[src/rtl/add_pkg.sv]
// Shared types and sizing helpers for the bit-serial adder controller.
package add_pkg;

  localparam int DEFAULT_WIDTH = 8;

  typedef enum logic [1:0] {
    S_IDLE = 2'd0,
    S_RUN  = 2'd1,
    S_DONE = 2'd2
  } state_e;

  // Bit counter wide enough to index WIDTH bits (at least one bit).
  function automatic int cnt_width(input int w);
    return (w < 2) ? 1 : $clog2(w);
  endfunction

endpackage

[src/rtl/full_adder.sv]
// Single-bit combinational full adder cell used once by the serial controller.
module full_adder (
  input  logic a,
  input  logic b,
  input  logic ci,
  output logic s,
  output logic co
);

  assign s  = a ^ b ^ ci;
  assign co = (a & b) | (ci & (a ^ b));

endmodule

[src/rtl/serial_add_ctrl.sv]
// Bit-serial adder controller: captures operands on start, adds LSB first through
// one full-adder cell, and publishes the registered sum/cout with a done pulse.
module serial_add_ctrl
  import add_pkg::*;
#(
  parameter int WIDTH = DEFAULT_WIDTH
) (
  input  logic             clk,
  input  logic             rst_n,
  input  logic             start,
  input  logic             clr,
  input  logic [WIDTH-1:0] a,
  input  logic [WIDTH-1:0] b,
  input  logic             cin,
  output logic             busy,
  output logic             done,
  output logic [WIDTH-1:0] sum,
  output logic             cout
);

  localparam int            CW   = cnt_width(WIDTH);
  localparam logic [CW-1:0] LAST = CW'(WIDTH - 1);

  state_e           state_q, state_d;
  logic [CW-1:0]    cnt_q, cnt_d;
  logic [WIDTH-1:0] a_sr_q, a_sr_d;
  logic [WIDTH-1:0] b_sr_q, b_sr_d;
  logic [WIDTH-1:0] sum_sr_q, sum_sr_d;
  logic             carry_q, carry_d;
  logic [WIDTH-1:0] sum_q, sum_d;
  logic             cout_q, cout_d;
  logic             busy_q, busy_d;
  logic             done_q, done_d;

  logic fa_s;
  logic fa_co;

  full_adder u_fa (
    .a  (a_sr_q[0]),
    .b  (b_sr_q[0]),
    .ci (carry_q),
    .s  (fa_s),
    .co (fa_co)
  );

  always_comb begin
    // NOTE: every signal gets a hold default first so no path through this block infers a latch.
    state_d  = state_q;
    cnt_d    = cnt_q;
    a_sr_d   = a_sr_q;
    b_sr_d   = b_sr_q;
    sum_sr_d = sum_sr_q;
    carry_d  = carry_q;
    sum_d    = sum_q;
    cout_d   = cout_q;

    unique case (state_q)
      S_IDLE: begin
        if (start) begin
          a_sr_d  = a;
          b_sr_d  = b;
          carry_d = cin;
          cnt_d   = '0;
          state_d = S_RUN;
        end
      end
      S_RUN: begin
        a_sr_d   = a_sr_q >> 1;
        b_sr_d   = b_sr_q >> 1;
        sum_sr_d = {fa_s, sum_sr_q[WIDTH-1:1]};
        carry_d  = fa_co;
        cnt_d    = cnt_q + CW'(1);
        if (cnt_q == LAST) begin
          // Publish the fully shifted word directly so sum never shows a partial result.
          sum_d   = {fa_s, sum_sr_q[WIDTH-1:1]};
          cout_d  = fa_co;
          cnt_d   = '0;
          state_d = S_DONE;
        end
      end
      S_DONE: state_d = S_IDLE;
      default: state_d = S_IDLE;
    endcase

    // Abort wins over everything, including a completing last bit.
    if (clr) begin
      state_d = S_IDLE;
      cnt_d   = '0;
      sum_d   = sum_q;
      cout_d  = cout_q;
    end

    busy_d = (state_d != S_IDLE);
    done_d = (state_d == S_DONE);
  end

  // NOTE: sequential state uses non-blocking assignments so all flops update from pre-edge values.
  always_ff @(posedge clk or negedge rst_n) begin
    if (!rst_n) begin
      state_q  <= S_IDLE;
      cnt_q    <= '0;
      a_sr_q   <= '0;
      b_sr_q   <= '0;
      sum_sr_q <= '0;
      carry_q  <= 1'b0;
      sum_q    <= '0;
      cout_q   <= 1'b0;
      busy_q   <= 1'b0;
      done_q   <= 1'b0;
    end else begin
      state_q  <= state_d;
      cnt_q    <= cnt_d;
      a_sr_q   <= a_sr_d;
      b_sr_q   <= b_sr_d;
      sum_sr_q <= sum_sr_d;
      carry_q  <= carry_d;
      sum_q    <= sum_d;
      cout_q   <= cout_d;
      busy_q   <= busy_d;
      done_q   <= done_d;
    end
  end

  assign busy = busy_q;
  assign done = done_q;
  assign sum  = sum_q;
  assign cout = cout_q;

endmodule
[config.mk]
export PLATFORM = sky130hd
export DESIGN_NAME = serial_add_ctrl
export DESIGN_NICKNAME = d
export VERILOG_FILES = /design/src/rtl/add_pkg.sv /design/src/rtl/full_adder.sv /design/src/rtl/serial_add_ctrl.sv
export SDC_FILE = /design/constraint.sdc
export NUM_CORES = 1
export LEC_CHECK = 0
export BUFFER_PORTS_ARGS = -buffer_cell sky130_fd_sc_hd__buf_2
export CAP_MARGIN = 20
export CORE_MARGIN = 10
export CORE_UTILIZATION = 49
export DETAILED_ROUTE_END_ITERATION = 8
export GPL_ROUTABILITY_DRIVEN = 0
export HOLD_SLACK_MARGIN = 0.15
export PLACE_DENSITY = 0.75
export SLEW_MARGIN = 20
export SYNTH_ARGS = -nofsm -noshare
export SYNTH_HDL_FRONTEND = slang
export SYNTH_SLANG_ARGS = --single-unit
[constraint.sdc]
create_clock -name clk -period 1.5 [get_ports clk]
set_input_delay 0.15 -clock clk [delete_from_list [all_inputs] [get_ports clk]]
set_output_delay 0.15 -clock clk [all_outputs]
set_load 0.02 [all_outputs]
# --- Yosys cells after proc, flatten, opt, wreduce, memory -nomap -nowiden ---
# Index checks and enable logic that the tools add are counted.
classes:
  bitwise: 6
  n_reduce_logical: 7
  muxes: 14
  addsub: 1
  n_eq_ne: 5
op_table:
  columns: ["op", "n"]
  rows:
  - ["case mux 8 bit (2 select lines)", 2]
  - ["two-way mux 8 bit", 2]
  - ["two-way mux 3 bit", 3]
  - ["two-way mux 2 bit", 3]
  - ["case mux 3 bit (2 select lines)", 1]
  - ["case mux 2 bit (2 select lines)", 1]
  - ["AND reduction 2 bit", 2]
  - ["nonzero test 2 bit", 2]
  - ["adder 3 x 1 -> 3 bit, second input constant", 1]
  - ["== test 3 bit, second input constant", 1]
  - ["!= test 3 bit, second input constant", 1]
  - ["AND reduction 3 bit", 1]
  - ["nonzero test 3 bit", 1]
  - ["AND 1 bit", 2]
  - ["== test 2 x 1 -> 1 bit, second input constant", 1]
  - ["== test 2 bit, second input constant", 1]
  - ["zero test 2 bit", 1]
  - ["!= test 2 bit, second input constant", 1]
  - ["case mux 1 bit (2 select lines)", 1]
  - ["bitwise XOR 1 bit", 2]
  - ["two-way mux 1 bit", 1]
  - ["inverter 1 bit", 1]
  - ["OR 1 bit", 1]
totals:
  ff_bits: 41
  output_inout_bits: 11
  in_bits: 21
  word_cells: 43

# --- Depth between registers and ports, before layout ---
logic_depth:
  word_depth: 5
  depth_mapped: 6
  mapped_depth_nobuf: 5

# --- Cells and area by module ---
# Synthesis repeated with hierarchy kept, for this count alone.
unflattened:
  hier_cells: 124
  hier_area_um2: 1843.0
by_module_without_submodules:
  columns: ["mod", "area_per_inst_um2", "instances", "seq_area_each_um2", "cells_per_inst"]
  rows:
  - ["serial_add_ctrl", 1823.0, 1, 1001.0, 123]
  - ["full_adder", 20.0, 1, 0.0, 1]

# --- Worst setup path after synthesis ---
# OpenSTA, ideal clock, no wires.
synth_path:
  path_type: "reg-to-reg"
  start: "register cnt_q[0]"
  end: "register cout_q (netlist: cout)"
  setup_ps: 125
  path_buffers: 1
  setup_slack_ps: 60
  t_arrival_ps: 1315
  t_required_ps: 1375
  stages_incl_launch_ff: 6
  synth_period_minus_slack_ps: 1440
  path_cell_list: "dfrtp_1 > ha_1 > ha_1 > and3b_1 > buf_6 > mux2_2"
synth_via:
  elab_chain_len: 2
synth_lines:
  columns: ["element", "line_no", "text"]
  rows:
  - ["start: declaration", "serial_add_ctrl.sv:25", "logic [CW-1:0] cnt_q, cnt_d;"]
  - ["start signal: assignment", "serial_add_ctrl.sv:112", "cnt_q <= cnt_d;"]
  - ["== test 3 bit", "serial_add_ctrl.sv:73", "if (cnt_q == LAST) begin"]
  - ["AND reduction 3 bit (no line)", null, null]
  - ["end signal: assignment", "serial_add_ctrl.sv:118", "cout_q <= cout_d;"]
  - ["end: declaration", "serial_add_ctrl.sv:31", "logic cout_q, cout_d;"]
# Every way passes these cells.
# A chain may end at the register's enable or synchronous reset.

# --- Worst setup path after layout ---
layout_path:
  start: "register cnt_q[0]"
  end: "register sum_q[4] (netlist: sum[4])"
layout_via:
  elab_chain_len: 2
layout_lines:
  columns: ["element", "line_no", "text"]
  rows:
  - ["== test 3 bit", "serial_add_ctrl.sv:73", null]
  - ["AND reduction 3 bit (no line)", null, null]
  - ["end signal: assignment", "serial_add_ctrl.sv:117", "sum_q <= sum_d;"]
  - ["end: declaration", "serial_add_ctrl.sv:30", "logic [WIDTH-1:0] sum_q, sum_d;"]
# Every way passes these cells.

==> impl_metrics.tcl <==
set metrics [dict create \
    fin_skew_ns 0.00420 \
    p_clk_share_pct 30.4 \
    yosysMostFrequentCell "dfrtp_1" \
    num_vias 1343 \
    required_ns 1.68 \
    min_period_ns 1.48 \
    path_class "reg2reg" \
    place_worst_setup_slack_ns -0.163 \
    drv_slew 0 \
    first_pass_iters 4 \
    wl_um 3750 \
    p_int_w 0.00187 \
    hold_path.class "in2reg" \
    overflow 0 \
    use_met2_pct 20.5 \
    worst_slack_ns 0.0233 \
    cts_htree_levels 2 \
    via_per_inst 5.60 \
    max_slew_margin_pct 68.1 \
    drtIter0Drc 43 \
    synth_area_per_cell_um2 11.8 \
    async_flop_share_pct 100 \
    gr-usage-met3_pct 3.90 \
    switching_share_pct 25.0 \
    drive_above_1_share_pct 36.6 \
    synth_cells 151 \
    grt_use_met1_pct 14.4 \
    cts_root_buf "clkbuf_8" \
    cts_sinks 40 \
    cellPowerDensity_mw_per_mm2 1130 \
    syn_area_mm2 0.00179 \
    ys.flop_type "dfrtp_1" \
    cts.clk_slew.worst_paths_ns 0.07 \
    nNetsFinal 218 \
    leakage_nw 1.09 \
    post-route-period-util_pct 98.4 \
    yosys_warnings 0 \
    crit_path_end_kind "flop" \
    n_antenna_cell 0 \
    synth_top_area_share_pct 55.9 \
    port_buffers 31 \
    critPathMaxFanout 5 \
    critPathLaunch "cnt_q[0]$_DFFE_PN0P_" \
    max_freq_mhz 677 \
    p_sw_w 0.000624 \
    post_drt_wl_per_cell_um 15.6 \
    fp-row-count 21 \
    ant_nets 0 \
    tritoncts "built" \
    comb_power_share_pct 14.7 \
    r2r_start "cnt_q[0]$_DFFE_PN0P_" \
    core_mm2 0.00344 \
    status "completed" \
    cap_violations 0 \
    seqPwrFrac_pct 54.9 \
    synth.top_cells.by_count "dfrtp_1, nand2_1, mux2_2, nand2b_1, o21ai_0" \
    dpl.hpwl_um 2710 \
    synth_largest_area_cell "dfrtp_1" \
    cts_buffers 5 \
    die_w_um 80.4 \
    drc 0 \
    cts_max_path_buffers 2 \
    rrSetupSlack_ns 0.02 \
    worst_pin_slew_ns 0.478 \
    power_w 0.00249 \
    die_area_mm2 0.00647 \
    grt_max_degree 37 \
    grt_pass1_vias 1373 \
    clk_latency_ns 0.29 \
    cp-start-kind "flop" \
    syn_nets 175 \
    synth_edf_count 0 \
    grt_pass1_wl_um 6350 \
    ys_ff_latch 40 \
    yosys.cell_types.count 26 \
    hp-start "b[7]" \
    yosysSeqAreaShare_pct 55.9 \
    rsz0062_at_grt "true" \
    hold_viol 0 \
    setup_viol 0 \
    start_util_pct 52.0 \
    track_usage_pct 12.4 \
    pin_count 32 \
    synth.area.top_cells "dfrtp_1, mux2_2, a221o_1" \
    chipHeight_um 80.4 \
    irDropWorstVdd_mv 0.730 \
    grt_antenna_before_repair 0 \
    setup-tns-final_ns 0 \
    top_usage_layer "met2" \
    arrival_ns 1.65 \
    syn2layout_area_growth_pct 23.5 \
]
[flip-flops by register name (all words and copies together), names as in the netlist]
signal	count
state_q	2
carry_q	1
a_sr_q	8
busy	1
sum	8
b_sr_q	8
cnt_q	3
done	1
cout	1
sum_sr_q	7
[per-layer routing]
layer  vias to the layer above  wire, um
met5                         -         0
met2                        29      1920
met3                         7       204
li1                        630         -
met1                       677      1560
met4                         0        67
[worst max-delay path, stage by stage (launching register included)]
cell	delay, ns
dfrtp_1	0.39
ha_1	0.21
ha_2	0.19
and3b_2	0.27
mux2_4	0.31
[final cells by class]
| cell class | instances | area (um^2) |
|---|---|---|
| timing repair buffer | 45 | 305 |
| tap | 46 | 57.6 |
| sequential | 40 | 1000 |
| inverter | 5 | 18.8 |
| clock buffer | 7 | 96.3 |
| multi-input combinational | 97 | 731 |
| fill | 288 | 1230 |
[power by group through the flow]
| stage | logic, W | registers [W] | clock network (W) |
|---|---|---|---|
| floorplan | 0.000236 | 0.00135 | 0 |
| global placement | 0.000339 | 0.00137 | 0 |
| global route | 0.000412 | 0.00140 | 0.000818 |
| finish | 0.000367 | 0.00137 | 0.000758 |
| CTS | 0.000369 | 0.00137 | 0.000773 |
| detailed placement | 0.000359 | 0.00139 | 0 |
[stage by stage]
stage	hold WS (ns)	util, %	area (um^2)	std cells
2_1_floorplan	-0.146	-	1790	151
3_3_place_gp	0.128	59.4	2050	227
3_5_place_dp	0.132	59.4	2050	227
4_1_cts	0.154	63.6	2190	238
5_1_grt	0.164	64.2	2210	240
6_report	0.151	64.2	2210	240
[layout by cell type (no fill, tap or decap), types with 2 or more instances in the layout]
cell type and count:
a221o_1 9, a22oi_1 4, and3b_2 2, buf_12 3, buf_2 31, buf_4 8, clkbuf_8 7, dfrtp_1 40
dlygate4sd3_1 3, inv_1 5, mux2_2 15, nand2_1 20, nand2b_1 11, nor2_1 5, o21ai_0 11, o221ai_1 2
o311ai_0 5
[timing repair]
item                                   CTS  global route
setup endpoints to repair                9             9
endpoints found under the hold margin   25             0
pin swaps                                0             2
cloned                                   1             0
setup buffers                            0             2
hold buffers                             3             0
resized for setup                        3             2
[cells by family after synthesis]
family | count (synthesis) | synth area share (%)
AO/OA/AOI/OAI | 34 | 14.3
adder cells (fa/ha/maj) | 3 | 2.52
buffers and inverters | 15 | 4.48
flip-flops | 40 | 55.9
multiplexers | 16 | 10.1
AND/OR/NAND/NOR | 43 | 12.7
[final timing paths]
path / end / cells after the start
worst min-delay path: b_sr_q[7]$_DFFE_PN0P_ / 3
worst max register to register: sum[4]$_DFFE_PN0P_ / 4
min in group asynchronous: b_sr_q[0]$_DFFE_PN0P_ / 2
max in group asynchronous: sum_sr_q[1]$_DFFE_PN0N_ / 3
worst min register to register: b_sr_q[2]$_DFFE_PN0P_ / 2
worst max-delay path: sum[4]$_DFFE_PN0P_ / 4
Power figures use the tool's default switching activity.
